==> config.mk <==
export PLATFORM = sky130hd
export DESIGN_NAME = memory_access_stage
export DESIGN_NICKNAME = d
export VERILOG_FILES = /design/src/rtl/mips_pkg.sv /design/src/rtl/pipeline_register.sv /design/src/rtl/memory_access_stage.sv
export SDC_FILE = /design/constraint.sdc
export NUM_CORES = 1
export LEC_CHECK = 0
export ABC_AREA = 0
export BUFFER_PORTS_ARGS = -buffer_cell sky130_fd_sc_hd__buf_2
export CORE_UTILIZATION = 42
export DETAILED_ROUTE_END_ITERATION = 10
export PLACE_DENSITY = 0.88
export SETUP_SLACK_MARGIN = 0.05
export SYNTH_ARGS = -nofsm -noshare
export SYNTH_HDL_FRONTEND = slang
export SYNTH_SLANG_ARGS = --single-unit
==> constraint.sdc <==
create_clock -name clk -period 1.72 [get_ports clk]
set_input_delay 0.258 -clock clk [delete_from_list [all_inputs] [get_ports clk]]
set_output_delay 0.258 -clock clk [all_outputs]
set_load 0.05 [all_outputs]
==> src/rtl/mips_pkg.sv <==
// rtl/mips_pkg.sv - shared MIPS32 pipeline constants and MEM stage types
package mips_pkg;

  localparam int XLEN = 32;

  localparam int CU_REGWRITE = 3;
  localparam int CU_MEMTOREG = 2;
  localparam int CU_MEMREAD  = 1;
  localparam int CU_MEMWRITE = 0;

  // {RegWrite, MemtoReg, load data, ALU result, rd}
  localparam int MEM_WB_W = 2 * XLEN + 7;

  typedef enum logic {
    IDLE = 1'b0,
    WAIT = 1'b1
  } mem_state_t;

endpackage

==> src/rtl/pipeline_register.sv <==
// rtl/pipeline_register.sv - generic pipeline register with hold and sync active-low reset
module pipeline_register #(
  parameter int WIDTH = 8
) (
  input  logic             i_clk,
  input  logic             i_rst_n,
  input  logic             i_hold_data,
  input  logic [WIDTH-1:0] i_data,
  output logic [WIDTH-1:0] o_data
);

  logic [WIDTH-1:0] r_data;

  always_ff @(posedge i_clk) begin
    if (!i_rst_n) begin
      r_data <= '0;
    end else if (!i_hold_data) begin
      r_data <= i_data;
    end
  end

  assign o_data = r_data;

endmodule

==> src/rtl/memory_access_stage.sv <==
// rtl/memory_access_stage.sv - MEM stage: data memory req/ack access, stall/timeout, MEM/WB register
module memory_access_stage
  import mips_pkg::*;
#(
  parameter int DATA_W      = 32,
  parameter int TIMEOUT_CYC = 16
) (
  input  logic              clk,
  input  logic              rst,
  input  logic [3:0]        EX_MEM_CU_signals,
  input  logic [DATA_W-1:0] EX_MEM_ALU_result,
  input  logic [DATA_W-1:0] EX_MEM_DMEM_wr_data,
  input  logic [4:0]        EX_MEM_wr_addr,
  output logic              dmem_req,
  output logic              dmem_we,
  output logic [DATA_W-1:0] dmem_addr,
  output logic [DATA_W-1:0] dmem_wdata,
  input  logic [DATA_W-1:0] dmem_rdata,
  input  logic              dmem_ack,
  output logic              Mem_Stall,
  output logic              Mem_Err,
  output logic              MEM_WB_RegWrite,
  output logic [4:0]        MEM_WB_rd_field,
  output logic [DATA_W-1:0] MEM_WB_wr_data
);

  localparam int CNT_W = $clog2(TIMEOUT_CYC + 1);
  localparam int WB_W  = MEM_WB_W + 2 * (DATA_W - XLEN);

  mem_state_t        r_state, w_state_nxt;
  logic [CNT_W-1:0]  r_cnt, w_cnt_nxt;
  logic              r_err;
  logic              w_mem_op, w_misaligned, w_complete, w_abort, w_err_set;
  logic [DATA_W-1:0] w_load_data;
  logic [WB_W-1:0]   w_wb_in, w_wb_out;
  logic              w_wb_memtoreg;
  logic [DATA_W-1:0] w_wb_rdata, w_wb_alu;

  assign w_mem_op     = EX_MEM_CU_signals[CU_MEMREAD] | EX_MEM_CU_signals[CU_MEMWRITE];
  assign w_misaligned = w_mem_op && (EX_MEM_ALU_result[1:0] != 2'b00);

  assign dmem_we    = EX_MEM_CU_signals[CU_MEMWRITE];
  assign dmem_addr  = EX_MEM_ALU_result;
  assign dmem_wdata = EX_MEM_DMEM_wr_data;

  always_comb begin
    w_state_nxt = r_state;
    w_cnt_nxt   = r_cnt;
    dmem_req    = 1'b0;
    Mem_Stall   = 1'b0;
    w_complete  = 1'b0;
    w_abort     = 1'b0;
    w_err_set   = 1'b0;
    case (r_state)
      IDLE: begin
        w_cnt_nxt = '0;
        if (w_misaligned) begin
          w_err_set = 1'b1;
        end else if (w_mem_op) begin
          dmem_req = 1'b1;
          if (dmem_ack) begin
            w_complete = 1'b1;
          end else begin
            Mem_Stall   = 1'b1;
            w_state_nxt = WAIT;
            w_cnt_nxt   = CNT_W'(1);
          end
        end
      end
      WAIT: begin
        // Request stays up through the final cycle so a last-moment ack still completes.
        dmem_req = 1'b1;
        if (dmem_ack) begin
          w_complete  = 1'b1;
          w_state_nxt = IDLE;
          w_cnt_nxt   = '0;
        end else if (r_cnt >= CNT_W'(TIMEOUT_CYC)) begin
          w_abort     = 1'b1;
          w_err_set   = 1'b1;
          w_state_nxt = IDLE;
          w_cnt_nxt   = '0;
        end else begin
          Mem_Stall = 1'b1;
          w_cnt_nxt = r_cnt + CNT_W'(1);
        end
      end
      default: w_state_nxt = IDLE;
    endcase
    if (!rst) begin
      dmem_req  = 1'b0;
      Mem_Stall = 1'b0;
    end
  end

  always_ff @(posedge clk) begin
    if (!rst) begin
      r_state <= IDLE;
      r_cnt   <= '0;
      r_err   <= 1'b0;
    end else begin
      r_state <= w_state_nxt;
      r_cnt   <= w_cnt_nxt;
      if (w_err_set) begin
        r_err <= 1'b1;
      end
    end
  end

  assign Mem_Err     = r_err;
  assign w_load_data = w_complete ? dmem_rdata : {DATA_W{1'b0}};

  // Stalled cycles push bubbles; failed accesses retire without a register write.
  always_comb begin
    w_wb_in = '0;
    if (!Mem_Stall) begin
      w_wb_in = {EX_MEM_CU_signals[CU_REGWRITE] & ~(w_misaligned | w_abort),
                 EX_MEM_CU_signals[CU_MEMTOREG],
                 w_load_data,
                 EX_MEM_ALU_result,
                 EX_MEM_wr_addr};
    end
  end

  pipeline_register #(.WIDTH(WB_W)) u_mem_wb (
    .i_clk       (clk),
    .i_rst_n     (rst),
    .i_hold_data (1'b0),
    .i_data      (w_wb_in),
    .o_data      (w_wb_out)
  );

  assign MEM_WB_RegWrite = w_wb_out[WB_W-1];
  assign w_wb_memtoreg   = w_wb_out[WB_W-2];
  assign w_wb_rdata      = w_wb_out[WB_W-3 -: DATA_W];
  assign w_wb_alu        = w_wb_out[5 +: DATA_W];
  assign MEM_WB_rd_field = w_wb_out[4:0];
  assign MEM_WB_wr_data  = w_wb_memtoreg ? w_wb_rdata : w_wb_alu;

endmodule

Word level (Yosys, flattened, before mapping)
Cells that the tools add are included.
{ "word_totals": {"wordCells": 45, "reg_bits": 78, "out_inout_bits": 106} }
{ "classes": {"bitwise": 7, "addsub": 1, "mux": 27, "n_lt_le_gt_ge": 1, "n_reduce_logical": 4} }
{ "ops": {"columns": ["cell", "count"], "rows": [
  ["$mux 32", 1],
  ["$mux 1", 19],
  ["$mux 5", 2],
  ["$pmux 5 s2", 1],
  ["$pmux 1 s2", 4],
  ["$add 5x1->5 const B", 1],
  ["$ge 5x5->1 const B", 1],
  ["$not 1->1", 4],
  ["$reduce_or 3->1", 1],
  ["$or 1x1->1", 2],
  ["$reduce_bool 2->1", 1],
  ["$reduce_or 2->1", 1],
  ["$and 1x1->1", 1],
  ["$logic_and 1x1->1", 1]
]} }

Logic depth before layout (Yosys ltp)
{ "logic_depth": {"depth_word": 7, "mapped_depth": 5, "depth_no_buf": 3} }

By module
From an unflattened synthesis, not the netlist that was laid out.
{ "hier_totals": {"cells_unflattened": 449, "hier_area_um2": 4471.8} }
{ "modules_own_cells": {"columns": ["module", "cells_per_inst", "area_each_um2", "instances", "seq_area_each_um2"], "rows": [
  ["pipeline_register", 228, 2718.9, 1, 1421.4],
  ["memory_access_stage", 221, 1752.9, 1, 140.1]
]} }

Worst setup path before layout
No wires, ideal clock.
{ "synth_path": {"kind": "input -> output", "startpoint": "input port rst", "endpoint": "output port dmem_req", "t_arrival_ns": 1.393, "cell_stages": 4, "setup_slack_ns": 0.069, "cell_sequence": "buf_2 inv_1 clkbuf_1 nor2_1"} }
{ "synth_via": {"elab_chain_len": 1} }
{ "synth_rtl": {"columns": ["item", "line_no", "text"], "rows": [
  ["from (decl)", "memory_access_stage.sv:9", "input logic rst,"],
  ["$mux 1", "memory_access_stage.sv:89", "if (!rst) begin"],
  ["to (decl)", "memory_access_stage.sv:14", "output logic dmem_req,"]
]} }
No other way between the ends.

Worst setup path in the final report
{ "layout_path": {"startpoint": "register r_state", "endpoint": "output port Mem_Stall"} }
{ "layout_via": {"elab_chain_len": 3} }
{ "layout_rtl": {"columns": ["item", "line_no", "text"], "rows": [
  ["from (decl)", "memory_access_stage.sv:30", "mem_state_t r_state, w_state_nxt;"],
  ["from (signal assigned)", "memory_access_stage.sv:101", "r_state <= w_state_nxt;"],
  ["$not 1->1", null, null],
  ["$pmux 1 s2 (*)", "memory_access_stage.sv:54", "case (r_state)"],
  ["$mux 1 (*)", "memory_access_stage.sv:89", null],
  ["to (decl)", "memory_access_stage.sv:20", "output logic Mem_Stall,"]
]} }
Every way passes the cells marked *; elsewhere a longest branch is shown, timed or not.

==> flow_summary.toml <==
[synth]
synth_seq_area_share_pct = 47.7
async_reset_ff_share_pct = 0
syn-mean-instance-area_um2 = 9.77
synth_edf_count = 0
synth_ff_type = "dfxtp_1"
ys.warnings.count = 0
postSynthNetCount = 445
synth_top_cell_by_area = "dfxtp_1"
ys_ff_latch = 78
synth_top_area_share_pct = 47.7
yosysUniqueCellTypes = 27
synth_area_leaders = "dfxtp_1 48%, buf_4 16%, mux2_2 11%"
syn_area_um2 = 3270
netlist_instances = 335

[floorplanning]
die_area_um2 = 8150
die_width_um = 90.3
ios = 214
rows = 31
core_um2 = 7410
start_util_pct = 44.2
dieHeight_um = 90.3

[worst_setup_path]
worstPathRequired_ns = 1.46
cp_slowest_stage_delay_ns = 0.35
worst-path-max-fanout = 3
start_kind = "flop"
end_kind = "output pin"
crit_chain = "nor3b_4 > buf_4 > o21a_1 > buf_6"
crit_arrival_ns = 1.46
slowest_stage = "dfxtp_2"
crit_buf_inv = 2
path_delay_family = "flip-flops"
r2r_slack_ns = 0.04
crit_type = "flop to output pin"

[sta]
setup_violations = 0
layout_setup_ws_ns = 0.00148
rsz0062_at_grt = "true"
whs_ns = 0.128
period_needed_ns = 1.72
min_period_over_period_pct = 99.9
drv_slew = 0
worst_pin_slew_ns = 0.858
slew_headroom_pct = 42.6
fmax_mhz = 582
worst_clock_skew_ns = 0.00654
finalHoldViolCount = 0

[global_routing]
overflow = 0
antenna_found_initial = 0
grt_first_pass_wirelength_um = 13900
grt_start_max_net_pins = 37
grtUsageTotal_pct = 22.3
grt_pass1_vias = 2638

[finish]
drive_gt1_share_pct = 52.7
nets = 539
syn_to_final_growth_pct = 37.3
final_cell_mix = "116 x buf_2, 75 x dfxtp_1, 36 x and2_1, 34 x nor3_1, 34 x buf_8"
num-fill-cells = 584
layout_commonest_cell = "buf_2"

[clock_tree]
cts_root_buf = "clkbuf_8"
htreeDepth = 3
clock_path_buffers = 2
cts_tree = "built"
clk_latency_ns = 0.34
cts_made_buffers = 9
clk_pin_slew_worst_paths_ns = 0.08
cts_num_sinks = 78

[route]
drtAntennaViolNets = 0
dr.pass1.iters = 6
wl_per_cell_um = 17.7
vias_per_cell = 4.83
drtIter0Drc = 86
vias = 2575
totalWireLength_um = 9430
drcViolationCount = 0

[place]
gp_congestion = 0.859
portBuffers = 149
dp_slack_ns = -0.304
dpl.hpwl_um = 5840

[hold_path]
hold_path_class = "input pin to flop"

[status]
status = "finished clean"

[power_and_ir_drop]
leakage_nw = 2.09
ir_drop_mv = 0.456
pwr_density_cell_nw_per_um2 = 984

[flow_run]
max_cap_viol_count = 0
## layer usage
metal / track usage (%) / part of all wire (%)
met5: 0 / 0
met4: 6.85 / 1.6
met3: 8.25 / 7.8
met2: 42.7 / 55
met1: 22.1 / 36
## worst paths after layout
kind,depth (start not counted),from,end
hold / removal,2,EX_MEM_wr_addr[1],u_mem_wb.o_data[1]
setup reg to reg,4,r_state,u_mem_wb.o_data[31]
setup / recovery,4,r_state,Mem_Stall
hold reg to reg,2,r_cnt[3],r_cnt[4]
## synthesized netlist by cell type (3+ instances only)
library cell,number
nor3_1,34
mux2_2,31
clkbuf_2,3
nor2_1,9
nand2_1,33
and2_1,37
buf_2,7
and3_1,3
buf_4,71
clkbuf_1,7
inv_1,4
dfxtp_1,78
## sequential cells by signal, indices dropped and copies added (netlist names)
name / flops
Mem_Err: 1
r_cnt: 5
r_state: 1
u_mem_wb.o_data: 71
## power by group
group	switching, mW	total (mW)	internal, mW
sequential	0.0261	1.90	1.88
combinational	0.625	1.03	0.404
clock	0.638	1.49	0.851
## stage by stage
step / total power [mW] / util, % / instance area, µm² / setup TNS, ns / std cells
4_1_cts: 4.43 / 59.9 / 4440 / -6.43 / 533
5_1_grt: 4.59 / 60.6 / 4490 / -0.507 / 532
3_3_place_gp: 2.74 / 49.3 / 3650 / -7.85 / 507
3_5_place_dp: 2.75 / 49.3 / 3650 / -10.45 / 507
2_1_floorplan: 2.77 / - / 3270 / 0 / 335
6_report: 4.42 / 60.6 / 4490 / 0 / 533
## what timing repair did
item	in CTS	in global routing
hold buffers	0	0
pin swaps	19	18
cloned	3	1
resized for setup	121	33
buffers inserted	8	3
hold endpoints to repair	0	0
setup endpoints to repair	69	69
## cells by family after synthesis
family / after synthesis / synth area share, %
xor gates and xnor gates: 2 / 0.535
adders and majority gates: 2 / 0.765
DFF: 78 / 47.7
and+or+nand+nor: 122 / 19.0
buffers and inverters: 92 / 19.1
muxes: 32 / 11.0
AOI/OAI and AO/OA: 7 / 1.84
## final cells by class
cell class | instances | area (µm²) | share of cell area (%)
diodes | 1 | 2.50 | 0.0557
clock buffers | 10 | 138 | 3.06
clock inverters | 5 | 83.8 | 1.87
inverters | 4 | 15.0 | 0.334
multi-input cells | 166 | 1260 | 28.1
flip-flops and latches | 78 | 1570 | 34.9
well taps | 99 | 124 | 2.76
repair buffers | 170 | 1300 | 29.0
Power figures use the tool's default switching activity.
